[src/rtl/divider.sv]
// Multi-cycle restoring divider: one quotient bit per clock on operand magnitudes,
// sign fix-up in a final cycle. Quotient on lo, remainder on hi.
module divider #(
  parameter int WIDTH  = 32,
  parameter bit SIGNED = 1'b1
) (
  input  logic             clock,
  input  logic             reset,
  input  logic             start,
  input  logic [WIDTH-1:0] operand1,
  input  logic [WIDTH-1:0] operand2,
  output logic [WIDTH-1:0] hi,
  output logic [WIDTH-1:0] lo,
  output logic             busy,
  output logic             done,
  output logic             div_zero
);

  localparam int CNT_W = $clog2(WIDTH + 1);

  typedef enum logic [1:0] {IDLE, CALC, FIX} state_t;

  state_t           state, state_nxt;
  logic [WIDTH-1:0] rem, dvd, dvs;
  logic [CNT_W-1:0] cnt;
  logic             qsign, rsign;
  logic             sign1, sign2, last;
  logic [WIDTH:0]   trial, diff;

  function automatic logic [WIDTH-1:0] neg_if(input logic [WIDTH-1:0] x, input logic neg);
    return neg ? ('0 - x) : x;
  endfunction

  assign sign1 = SIGNED && operand1[WIDTH-1];
  assign sign2 = SIGNED && operand2[WIDTH-1];
  assign last  = (cnt == CNT_W'(WIDTH - 1));
  assign busy  = (state != IDLE);

  // Shifted partial remainder needs WIDTH+1 bits; a borrow out means restore.
  assign trial = {rem, dvd[WIDTH-1]};
  assign diff  = trial - {1'b0, dvs};

  always_ff @(posedge clock or negedge reset) begin
    if (!reset) state <= IDLE;
    else        state <= state_nxt;
  end

  always_comb begin
    state_nxt = state;
    case (state)
      IDLE:    if (start && operand2 != '0) state_nxt = CALC;
      CALC:    if (last) state_nxt = FIX;
      FIX:     state_nxt = IDLE;
      default: state_nxt = IDLE;
    endcase
  end

  always_ff @(posedge clock or negedge reset) begin
    if (!reset) begin
      hi       <= '0;
      lo       <= '0;
      done     <= 1'b0;
      div_zero <= 1'b0;
      rem      <= '0;
      dvd      <= '0;
      dvs      <= '0;
      cnt      <= '0;
      qsign    <= 1'b0;
      rsign    <= 1'b0;
    end else begin
      done <= 1'b0;
      case (state)
        IDLE: begin
          if (start) begin
            if (operand2 == '0) begin
              hi       <= operand1;
              lo       <= '1;
              div_zero <= 1'b1;
              done     <= 1'b1;
            end else begin
              dvd   <= neg_if(operand1, sign1);
              dvs   <= neg_if(operand2, sign2);
              qsign <= sign1 ^ sign2;
              rsign <= sign1;
              rem   <= '0;
              cnt   <= '0;
            end
          end
        end
        CALC: begin
          cnt <= cnt + CNT_W'(1);
          rem <= diff[WIDTH] ? trial[WIDTH-1:0] : diff[WIDTH-1:0];
          dvd <= {dvd[WIDTH-2:0], ~diff[WIDTH]};
        end
        FIX: begin
          lo       <= neg_if(dvd, qsign);
          hi       <= neg_if(rem, rsign);
          div_zero <= 1'b0;
          done     <= 1'b1;
        end
        default: ;
      endcase
    end
  end

endmodule

[config.mk]
export PLATFORM = sky130hd
export DESIGN_NAME = divider
export DESIGN_NICKNAME = d
export VERILOG_FILES = /design/src/rtl/divider.sv
export SDC_FILE = /design/constraint.sdc
export NUM_CORES = 1
export LEC_CHECK = 0
export CORE_MARGIN = 2
export CORE_UTILIZATION = 30
export DETAILED_ROUTE_END_ITERATION = 6
export GPL_ROUTABILITY_DRIVEN = 0
export SLEW_MARGIN = 10
export SYNTH_ARGS = -nofsm -noshare
export SYNTH_HDL_FRONTEND = slang
export SYNTH_SLANG_ARGS = --single-unit
[constraint.sdc]
create_clock -name clock -period 4 [get_ports clock]
set_clock_uncertainty 0.1 [all_clocks]
set_input_delay 0.4 -clock clock [delete_from_list [all_inputs] [get_ports clock]]
set_output_delay 0.4 -clock clock [all_outputs]
set_load 0.01 [all_outputs]
======== After elaboration in Yosys (flattened, before gate mapping) ========
Cells that the tools add are included.
operators by class
  add/subtract/negate cells ............... 6
  multipliers ............................. 0
  divide/modulo/power cells ............... 0
  order comparisons ....................... 0
  equality and inequality tests ........... 8
  shifts and indexed selects .............. 0
  multiplexer cells ....................... 29
  bitwise logic cells ..................... 3
  reduce and logical (&&, ||, !) cells .... 11
operators with widths
  operator                                                               count
  32-bit two-way mux                                                     13
  32-bit case mux with 2 select lines                                    4
  1-bit by 32-bit subtractor with 32-bit output, first input constant    4
  33-bit by 32-bit subtractor with 33-bit output                         1
  32-bit logical NOT                                                     1
  32-bit nonzero test                                                    1
  6-bit two-way mux                                                      2
  6-bit case mux with 2 select lines                                     1
  2-bit inequality test, second input constant                           5
  3-bit AND reduction                                                    3
  6-bit by 1-bit adder with 6-bit output, second input constant          1
  6-bit by 5-bit equality test with 1-bit output, second input constant  1
  2-bit nonzero test                                                     3
  1-bit two-way mux                                                      4
  2-bit two-way mux                                                      2
  1-bit case mux with 2 select lines                                     2
  2-bit case mux with 2 select lines                                     1
  2-bit by 1-bit equality test with 1-bit output, second input constant  1
  2-bit equality test, second input constant                             1
  2-bit logical NOT                                                      1
  1-bit NOT                                                              2
  2-bit AND reduction                                                    1
  1-bit logical AND                                                      1
  1-bit bitwise XOR                                                      1
word-level totals
  register bits after elaboration ......... 172
  latch bits .............................. 0
  memory bits (writable) .................. 0
  ROM bits ................................ 0
  word-level logic and storage cells ...... 68
  memories ................................ 0

======== Longest topological paths before layout ========
  depth in word-level cells ............... 5
  gate-level depth with buffers ........... 14

======== Worst setup path after synthesis ========
Ideal clock, no wire load.
  kind .................................... reg2reg
  start point ............................. register dvd[31]
  end point ............................... register rem[10]
  arrival ................................. 3241 ps
  setup slack ............................. 524 ps
  cell stages (with the launch flop) ...... 14
  buffers on the path ..................... 1
  clock period less this slack ............ 3476 ps
  cells stage by stage .................... dfrtp_1 inv_1 ha_1 fa_1 nand2b_1 a21oi_1 o31a_1 a311oi_1 nor2_1 a2111oi_0 a211oi_1 clkbuf_1 mux2i_1 o21ai_0
on the way
  longest elaborated chain between the ends .. 3
ends and longest elaborated chain
  item                                            line  text
  start, declared                                 24    logic [WIDTH-1:0] rem, dvd, dvs;
  start signal, assigned                          81    dvd <= neg_if(operand1, sign1);
  start signal, assigned                          93    dvd <= {dvd[WIDTH-2:0], ~diff[WIDTH]};
  33-bit by 32-bit subtractor with 33-bit output  41    assign diff = trial - {1'b0, dvs};
  32-bit two-way mux                              92    rem <= diff[WIDTH] ? trial[WIDTH-1:0] : diff[WIDTH-1:0];
  32-bit case mux with 2 select lines             72    case (state)
  end signal, assigned                            92
  end, declared                                   24
No other way between the ends.
A chain may end at the register's enable or synchronous reset.

======== Worst setup path after layout ========
Same ends and word-level chain as after synthesis.

==> results.json <==
{
  "tightest_slew_ps": 1060,
  "yosys_warnings": 0,
  "portBuffers": 133,
  "post-route-drc-count": 1,
  "synth_cell_types": 62,
  "ys_ff_latch": 172,
  "cap_viol_max_count": 0,
  "num_vias": 9947,
  "ios": 134,
  "hpwl_um": 23700,
  "synth_fa_ha_area_share_pct": 4.23,
  "synth.area.mux_share_pct": 4.03,
  "syn_to_final_growth_pct": 23.9,
  "worst_hold_slack_ps": 399,
  "cp.required_ps": 4180,
  "post_synth_and_or_nand_nor_area_fraction_pct": 17.2,
  "maxSlewHeadroom_pct": 29.4,
  "cts_made_buffers": 17,
  "peakVddDrop_mv": 0.408,
  "die_w_um": 199,
  "setup-tns-final_ps": 0,
  "syn_area_mm2": 0.0114,
  "cp_slowest_cell": "a211oi_4",
  "fin_crit_ps": 3680,
  "drtIter0Drc": 596,
  "async_reset_ff_share_pct": 100,
  "coreArea_mm2": 0.0376,
  "synth_top_family_by_area": "compound AO/OA/AOI/OAI gates",
  "clk_latency_ps": 440,
  "die-area_mm2": 0.0396,
  "setup_viol": 0,
  "ys_seq_area_share_pct": 37.7,
  "wl_per_cell_um": 15.4,
  "die-height_um": 199,
  "first_pass_iters": 7,
  "violations": "design-rule violations",
  "status": "finished with violations",
  "worstHoldPathType": "reg -> reg",
  "synthXorXnorAreaFrac_pct": 11.4,
  "ys.flop_type": "dfrtp_1",
  "postSynthAreaPerCell_um2": 8.39,
  "cts_max_level": 4,
  "grt_overflow_total": 0,
  "worst_ep_arrival_time_ps": 3860,
  "final_common_cell": "nand2_1",
  "clock_sinks": 172,
  "finalWirelength_um": 30900,
  "fmax_mhz": 272,
  "place_ws_ps": -17.2,
  "synthCells": 1360,
  "rsz0062_at_grt": "false",
  "cts_max_path_buffers": 2,
  "grt_pass1_wl_um": 50000,
  "final_nets": 1589,
  "leakage_nw": 5.69,
  "fin_crit_sh_pct": 91.9,
  "cp-end-kind": "flop",
  "synth-compound-area-share_pct": 20.6,
  "crit_fanout": 35,
  "final_layout_size_suffix_gt1_share_pct": 6.88,
  "clk_pin_slew_ps": 70,
  "r2r_slack_ps": 320,
  "antenna_found_initial": 0,
  "final_cell_mix": "nand2_1, dfrtp_1, o21ai_0",
  "num_rows": 71,
  "grt_usage_pct": 15.9,
  "cp_slowest_stage_delay_ps": 420,
  "fin_ws_ps": 324,
  "total_power_mw": 11.4,
  "p_per_area_mw_per_mm2": 806,
  "cp-start-kind": "flop",
  "postRouteAntennaNets": 0,
  "slew_viol_final": 0,
  "worst-setup-path-type": "reg -> reg",
  "grt_pass1_vias": 9296,
  "cp_cell_sequence": "inv_2, ha_1, fa_1, nand2b_1, a21oi_1, o31a_1, a311oi_1, nor2_1, buf_4, a21o_1, a211oi_4, buf_12, mux2i_1, o21ai_0",
  "viasPerCell": 4.95,
  "cts-root-buf": "clkbuf_16",
  "initial_utilization_pct": 30.4,
  "synth-edff-count": 0,
  "cts_tree": "built",
  "grt_max_degree": 93,
  "synth.net_count": 1465,
  "final-hold-violation-count": 0
}
==> final timing paths <==
kind | from | endpoint | cells after the start
worst max-delay path | dvd[31] | rem[10] | 14
worst min-delay path | dvs[25] | dvs[25] | 2
worst max register to register | dvd[31] | rem[10] | 14
worst min register to register | dvs[25] | dvs[25] | 2
max in group asynchronous | reset | dvs[21] | 3
min in group asynchronous | reset | lo[5] | 2
==> logic make-up after synthesis <==
group,after synthesis
mux,46
fa+ha+maj,38
buf+inv,132
compound gates,401
simple gates,423
flops,172
xor+xnor,148
==> per-stage QoR <==
step | std cells | cell area (µm²) | utilization [%]
floorplan | 1360 | 11400 | -
CTS | 2007 | 14100 | 37.6
finish | 2009 | 14100 | 37.6
global route | 2008 | 14100 | 37.6
global placement | 1974 | 13500 | 36.0
detailed placement | 1974 | 13500 | 36.0
==> worst max-delay path: cells and delay by family (launching register included) <==
family | cells | cell delay [ps]
DFF | 1 | 390
and+or+nand+nor | 2 | 320
AOI/OAI and AO/OA | 6 | 1480
buffers and inverters | 3 | 560
muxes | 1 | 210
adders and majority gates | 2 | 460
==> cells in the mapped netlist (all sizes together), types with 14 or more instances <==
library cell	n	area, µm²
ha	37	463
nor2	86	323
nand2b	17	106
o21ai	170	851
nand3	32	160
o31ai	32	240
o22ai	14	87.6
mux2i	46	460
nand2	174	653
dfrtp	172	4300
xor2	80	701
inv	50	188
clkbuf	59	221
nor3	42	210
xnor2	68	596
or4	17	131
a21oi	104	521
buf	23	154
o41ai	15	131
==> report_power, final <==
part / switching (mW) / internal [mW] / leakage (nW)
logic: 3.46 / 2.91 / 3.38
registers: 0.878 / 2.45 / 2.04
clock network: 0.765 / 0.933 / 0.279
==> sequential cells by signal, indices dropped and copies added, names as in the netlist <==
| name | count |
|---|---|
| dvd | 32 |
| dvs | 32 |
| hi | 32 |
| lo | 32 |
| rem | 32 |
| cnt | 6 |
| state | 2 |
| div_zero | 1 |
| done | 1 |
| qsign | 1 |
| rsign | 1 |
==> cell type report <==
type	instances	area, µm²
diodes	1	2.50
fillers	3826	23400
clock inverters	14	160
flip-flops and latches	172	4300
inverters	50	188
repair buffers	187	1830
clock buffers	18	429
well taps	511	639
multi-input cells	1056	6590
==> per-layer routing <==
metal / part of all wire (%) / global-route usage, %
met1: 48 / 22.1
met5: 0 / 0
met3: 3.7 / 1.89
met4: 1.3 / 3.59
met2: 47 / 26.3
==> what timing repair did <==
| action | in CTS | in global routing |
|---|---|---|
| endpoints found under the setup margin | 0 | 32 |
| endpoints found under the hold margin | 80 | 0 |
| setup buffers | 0 | 1 |
| hold buffers | 1 | 0 |
| resized for setup | 0 | 2 |
No activity file was read; power rests on OpenSTA's default activity.
